File: src/rtl/discharge_fsm.sv
// -----------------------------------------------------------------------------
// discharge_fsm
//
// Pulse-sequencing state machine for the EDM discharge channel. It sits right
// after the breakdown detector: it consumes is_breakdown and feeds the
// detector's current_state and timer_wait_breakdown inputs. Each pulse runs
// wait-for-breakdown, then discharge (two-phase interleaved buck or resistor),
// then deionisation. The waveform word selects continuous or single-shot
// operation.
//
// Ports
//   clk                  100 MHz system clock
//   rst                  asynchronous active-high reset
//   is_breakdown         breakdown flag from the detector
//   waveform[15:0]       bit15 buck(1)/resistor(0), bit14 continuous(1)/single(0),
//                        bit13 enable; the remaining bits are ignored
//   single_trigger       one-cycle start pulse, only used in single mode
//   ton_cycles[15:0]     discharge on-time in clocks (0 behaves as 1)
//   toff_cycles[15:0]    deionisation time in clocks (0 behaves as 1)
//   wait_timeout_cycles  open-gap timeout in clocks (0 disables it)
//   current_state[7:0]   state code shown to the detector
//   timer_wait_breakdown clocks spent in the current/last wait phase
//   gate_wait            gap-voltage switch
//   gate_buck_a/_b       interleaved buck phase switches
//   gate_res             resistor discharge switch
//   pulse_count          completed discharges
//   timeout_count        open-gap timeouts
// -----------------------------------------------------------------------------
module discharge_fsm #(
   parameter logic [31:0] MIN_WAIT_CYCLES = 32'd400,
   parameter logic [15:0] PHASE_CYCLES    = 16'd50
) (
   input  logic        clk,
   input  logic        rst,
   input  logic        is_breakdown,
   input  logic [15:0] waveform,
   input  logic        single_trigger,
   input  logic [15:0] ton_cycles,
   input  logic [15:0] toff_cycles,
   input  logic [31:0] wait_timeout_cycles,
   output logic [7:0]  current_state,
   output logic [31:0] timer_wait_breakdown,
   output logic        gate_wait,
   output logic        gate_buck_a,
   output logic        gate_buck_b,
   output logic        gate_res,
   output logic [31:0] pulse_count,
   output logic [31:0] timeout_count
);

   localparam logic [7:0] S_DEION             = 8'b1000_0000;
   localparam logic [7:0] S_DEION_SINGLE_BUCK = 8'b0000_0000;
   localparam logic [7:0] S_WAIT_BREAKDOWN    = 8'b0000_0001;
   localparam logic [7:0] S_BUCK_INTERLEAVE   = 8'b0000_0010;
   localparam logic [7:0] S_RES_DISCHARGE     = 8'b0000_0100;

   logic [7:0]  r_state;
   logic [1:0]  r_wfQ;
   logic [31:0] r_timer;
   logic [15:0] r_onCnt;
   logic [15:0] r_offCnt;
   logic [15:0] r_phaseCnt;
   logic        r_phaseB;
   logic        r_gateWait;
   logic        r_gateA;
   logic        r_gateB;
   logic        r_gateRes;
   logic [31:0] r_pulseCount;
   logic [31:0] r_timeoutCount;

   logic [7:0]  w_nextState;
   logic        w_enable;
   logic        w_pulseDone;
   logic        w_timeout;
   logic [15:0] w_tonLast;
   logic [15:0] w_toffLast;
   logic [15:0] w_phaseCntNext;
   logic        w_phaseBNext;
   logic        w_unusedWaveform;

   assign w_enable         = waveform[13];
   assign w_unusedWaveform = ^waveform[12:0];

   // Zero on-time or off-time is treated as a single clock, so the terminal
   // count is max(x,1)-1.
   assign w_tonLast  = (ton_cycles  == 16'd0) ? 16'd0 : ton_cycles  - 16'd1;
   assign w_toffLast = (toff_cycles == 16'd0) ? 16'd0 : toff_cycles - 16'd1;

   // Next-state decision. Enable loss always wins. In the wait state a valid
   // breakdown outranks the open-gap timeout, and a breakdown seen before the
   // minimum wait is ignored so the voltage rise slope is not mistaken for one.
   always_comb begin
      w_nextState = r_state;
      w_pulseDone = 1'b0;
      w_timeout   = 1'b0;
      case (r_state)
         S_DEION_SINGLE_BUCK: begin
            if (w_enable && (waveform[14] || single_trigger))
               w_nextState = S_WAIT_BREAKDOWN;
         end
         S_WAIT_BREAKDOWN: begin
            if (!w_enable) begin
               w_nextState = S_DEION;
            end else if (is_breakdown && (r_timer >= MIN_WAIT_CYCLES)) begin
               w_nextState = r_wfQ[1] ? S_BUCK_INTERLEAVE : S_RES_DISCHARGE;
            end else if ((wait_timeout_cycles != 32'd0) &&
                         (r_timer == wait_timeout_cycles - 32'd1)) begin
               w_nextState = S_DEION;
               w_timeout   = 1'b1;
            end
         end
         S_BUCK_INTERLEAVE, S_RES_DISCHARGE: begin
            if (!w_enable) begin
               w_nextState = S_DEION;
            end else if (r_onCnt == w_tonLast) begin
               w_nextState = S_DEION;
               w_pulseDone = 1'b1;
            end
         end
         S_DEION: begin
            if (r_offCnt == w_toffLast)
               w_nextState = (w_enable && r_wfQ[0]) ? S_WAIT_BREAKDOWN
                                                    : S_DEION_SINGLE_BUCK;
         end
         default: begin
            w_nextState = S_DEION;
         end
      endcase
   end

   // Buck interleave phase tracking. Every entry into the buck state restarts
   // on phase A; after PHASE_CYCLES clocks the active leg toggles. Gates are
   // derived from a single phase bit so A and B can never overlap.
   always_comb begin
      w_phaseCntNext = 16'd0;
      w_phaseBNext   = 1'b0;
      if (r_state == S_BUCK_INTERLEAVE) begin
         if (r_phaseCnt == PHASE_CYCLES - 16'd1) begin
            w_phaseCntNext = 16'd0;
            w_phaseBNext   = ~r_phaseB;
         end else begin
            w_phaseCntNext = r_phaseCnt + 16'd1;
            w_phaseBNext   = r_phaseB;
         end
      end
   end

   // State register and everything that must change on the same edge as it.
   // Gates are computed from the next state so the outputs always agree with
   // the state being shown. Reset drops every gate immediately.
   always_ff @(posedge clk or posedge rst) begin
      if (rst) begin
         r_state        <= S_DEION;
         r_wfQ          <= 2'b00;
         r_timer        <= 32'd0;
         r_onCnt        <= 16'd0;
         r_offCnt       <= 16'd0;
         r_phaseCnt     <= 16'd0;
         r_phaseB       <= 1'b0;
         r_gateWait     <= 1'b0;
         r_gateA        <= 1'b0;
         r_gateB        <= 1'b0;
         r_gateRes      <= 1'b0;
         r_pulseCount   <= 32'd0;
         r_timeoutCount <= 32'd0;
      end else begin
         r_state <= w_nextState;

         if (w_nextState == S_WAIT_BREAKDOWN) begin
            if (r_state != S_WAIT_BREAKDOWN) begin
               r_timer <= 32'd0;
               r_wfQ   <= waveform[15:14];
            end else if (r_timer != 32'hFFFF_FFFF) begin
               r_timer <= r_timer + 32'd1;
            end
         end

         if ((w_nextState == r_state) &&
             ((r_state == S_BUCK_INTERLEAVE) || (r_state == S_RES_DISCHARGE)))
            r_onCnt <= r_onCnt + 16'd1;
         else
            r_onCnt <= 16'd0;

         if ((w_nextState == r_state) && (r_state == S_DEION))
            r_offCnt <= r_offCnt + 16'd1;
         else
            r_offCnt <= 16'd0;

         if (w_nextState == S_BUCK_INTERLEAVE) begin
            r_phaseCnt <= w_phaseCntNext;
            r_phaseB   <= w_phaseBNext;
         end

         r_gateWait <= (w_nextState == S_WAIT_BREAKDOWN);
         r_gateA    <= (w_nextState == S_BUCK_INTERLEAVE) && !w_phaseBNext;
         r_gateB    <= (w_nextState == S_BUCK_INTERLEAVE) &&  w_phaseBNext;
         r_gateRes  <= (w_nextState == S_RES_DISCHARGE);

         if (w_pulseDone)
            r_pulseCount <= r_pulseCount + 32'd1;
         if (w_timeout)
            r_timeoutCount <= r_timeoutCount + 32'd1;
      end
   end

   assign current_state        = r_state;
   assign timer_wait_breakdown = r_timer;
   assign gate_wait            = r_gateWait;
   assign gate_buck_a          = r_gateA;
   assign gate_buck_b          = r_gateB;
   assign gate_res             = r_gateRes;
   assign pulse_count          = r_pulseCount;
   assign timeout_count        = r_timeoutCount;

endmodule

File: config.mk
export PLATFORM = sky130hd
export DESIGN_NAME = discharge_fsm
export DESIGN_NICKNAME = d
export VERILOG_FILES = /design/src/rtl/discharge_fsm.sv
export SDC_FILE = /design/constraint.sdc
export NUM_CORES = 1
export LEC_CHECK = 0
export BUFFER_PORTS_ARGS = -buffer_cell sky130_fd_sc_hd__buf_2
export CORE_UTILIZATION = 52
export DETAILED_ROUTE_END_ITERATION = 10
export GPL_ROUTABILITY_DRIVEN = 0
export PLACE_DENSITY = 0.84
export SYNTH_ARGS = -nofsm -noshare
export SYNTH_HDL_FRONTEND = slang
export SYNTH_SLANG_ARGS = --single-unit
File: constraint.sdc
create_clock -name clk -period 5.3 [get_ports clk]
set_input_delay 1.06 -clock clk [delete_from_list [all_inputs] [get_ports clk]]
set_output_delay 1.06 -clock clk [all_outputs]
set_load 0.01 [all_outputs]
==> flow_summary.ini <==
[critical_path]
rrSetupSlack_ps = 1510
reg2reg_from = timer_wait_breakdown[9]
cp-start-kind = input pin
reg2reg_depth = 9
arrival_ps = 4760
critPathRequiredTime_ps = 5610
cp-end-kind = register
r2r-end = timer_wait_breakdown[11]
cpPeakStageDelay_ps = 690
path_class = input pin to register
critPathLaunch = wait_timeout_cycles[3]
worstPathCellList = buf_2, nor4_1, nand4_2, or4_1, a22o_1, a211oi_1, and4_1, nor2b_1, nor2_2, inv_1, a31o_1
cp_slowest_cell = nor2_2
critPathMaxFanout = 16

[clock_network]
cts_buffers = 17
root_buffer = clkbuf_16
cts_tree = built
cts_setup_buffers = 0
clk_latency_ps = 430
htreeDepth = 4
cts_num_sinks = 159
cts_buffer_depth = 2
hold_buffers = 0
path_clk_slew_ps = 60
cts_resized = 0

[worst_hold_path]
hold_end = pulse_count[31]
holdPathStages = 1
min_path_type = register to register
hold_start = pulse_count[31]

[floorplanning]
die-height_um = 148
start_util_pct = 53.7
num_rows = 52
ios = 192
core_area_um2 = 20500
die-area_um2 = 21800
die_x_um = 148

[placed_design]
io_buffers = 178
hpwl_mm = 20.9
dpl_worst_slack_ps = 497

[layout]
fillers = 1725
fin_nets = 1496
multi_input_area_um2 = 6570
seq_area_um2 = 3980
drive_gt1_share_pct = 20.1
post-route-util_pct = 62.2
final_common_cell = buf_2
syn_to_final_growth_pct = 15.7
layout_common_cells = buf_2 (178), dfrtp_1 (158), nor2_1 (107), nand2_1 (95), xnor2_1 (79)

[grt]
grtUsageTotal_pct = 26.6
grt_use_met2_pct = 42.7
grt_pass1_vias = 9705
antenna_found_initial = 0
grt_busiest_layer = met2
grt_pass1_wl_mm = 47.3
grtUsageMet3_pct = 4.75
grt_overflow = 0
use_met1_pct = 36.0
grt_max_degree = 106

[run]
drv_cap = 0

[route]
ant_nets = 0
drt-pass1-iter-count = 5
drcViolationCount = 0
vias = 10400
totalWireLength_mm = 28.9
first_iter_violations = 711
wire_per_inst_um = 17.2
vias_per_cell = 6.18

[timing]
max_slew.worst_pin.slew_ps = 1250
rsz0062_at_grt = no
setup_slack_ps = 848
min_period_ps = 4450
finalCritPeriodShare_pct = 84.0
finalHoldViolCount = 0
setup_tns_ps = 0
drv_slew = 0
setup_violations = 0
fin_worst_skew_ps = 9.17
max_slew_margin_pct = 16.1
fmax_ghz = 0.225

[synth]
async_flop_share_pct = 100
ys_ff_latch = 159
synth_seq_area_share_pct = 36.1
ys.flop_type = dfrtp_1
syn_area_per_cell_um2 = 8.87
ys_warn_count = 0
synth_edf_count = 0
ys_types = 97
synth_cells = 1242
netlist_area_um2 = 11000

[power_and_ir_drop]
peakVddDrop_mv = 0.210
power_uw = 2750
cellLeakagePower_uw = 0.00563
p_per_area_nw_per_um2 = 216

[status]
status = complete, no violations
[sequential cells by signal (all words and copies together) (netlist names)]
name                  count
pulse_count              32
timeout_count            32
timer_wait_breakdown     32
r_offCnt                 16
r_onCnt                  16
r_phaseCnt               16
current_state             8
r_wfQ                     2
gate_buck_a               1
gate_buck_b               1
gate_res                  1
gate_wait                 1
r_phaseB                  1
[metrics by stage]
stage / cell area, um^2 / std cells / hold WS (ps)
3_3_place_gp: 12100 / 1652 / 458
4_1_cts: 12700 / 1684 / 474
2_1_floorplan: 11000 / 1245 / 466
6_report: 12700 / 1685 / 475
5_1_grt: 12700 / 1684 / 506
3_5_place_dp: 12100 / 1652 / 459
[critical path: cells and delay by family]
| family | cells | cell delay [ps] |
|---|---|---|
| AO/OA/AOI/OAI | 3 | 630 |
| buffers and inverters | 2 | 270 |
| AND/OR/NAND/NOR | 6 | 2800 |
[Yosys cell counts, types with 12 or more instances]
cell | number | area share, %
xnor2_1 | 79 | 6.3
nor3_1 | 50 | 2.3
nand4_1 | 47 | 2.7
nand2b_1 | 18 | 1.0
inv_1 | 50 | 1.7
clkbuf_1 | 44 | 1.5
o211ai_1 | 16 | 1.1
mux2i_1 | 15 | 1.4
nand3_1 | 73 | 3.3
or3_1 | 13 | 0.74
xor2_1 | 78 | 6.2
or4_1 | 15 | 1.0
and3_1 | 22 | 1.2
nor4_1 | 51 | 2.9
and4_1 | 14 | 1.1
a21oi_1 | 28 | 1.3
nor2_1 | 107 | 3.6
o21ai_0 | 27 | 1.2
nand2_1 | 95 | 3.2
and2_1 | 12 | 0.68
dfrtp_1 | 158 | 36
[worst max-delay path by stage]
stage,end,cells after the start
2_1_floorplan,timer_wait_breakdown[19],14
3_3_place_gp,timer_wait_breakdown[20],13
3_5_place_dp,timer_wait_breakdown[13],11
4_1_cts,timer_wait_breakdown[13],11
5_1_grt,timer_wait_breakdown[13],13
6_report,timer_wait_breakdown[13],11
[layout make-up]
class | instances | share of cell area, %
Clock inverter | 15 | 1.38
Tap cell | 270 | 2.65
Inverter | 51 | 1.53
Multi-Input combinational cell | 974 | 51.6
Clock buffer | 17 | 3.34
Sequential cell | 159 | 31.2
Timing Repair Buffer | 198 | 8.27
Antenna cell | 1 | 0.0196
[layer usage]
metal | share of wire (%) | wire length (um)
met1 | 44 | 12600
met2 | 47 | 13600
met3 | 6.9 | 1980
met4 | 2.5 | 726
met5 | 0 | 0
[power breakdown]
part	internal, uW	total, uW	switching, uW
logic	97.4	249	152
registers	1220	1240	18.7
clock network	710	1250	544
[logic make-up (layout without fill, tap and decap cells)]
| family | Yosys count | in the layout | share of synthesized area, % |
|---|---|---|---|
| fa+ha+maj | 11 | 11 | 1.25 |
| flops | 159 | 159 | 36.1 |
| other cells | 1 | 5 | 0.0341 |
| buf+inv | 112 | 281 | 4.36 |
| compound gates | 196 | 196 | 13.8 |
| mux | 21 | 21 | 1.98 |
| simple gates | 583 | 583 | 29.6 |
| xor+xnor | 159 | 159 | 12.9 |
(Power assumes the default switching activity.)
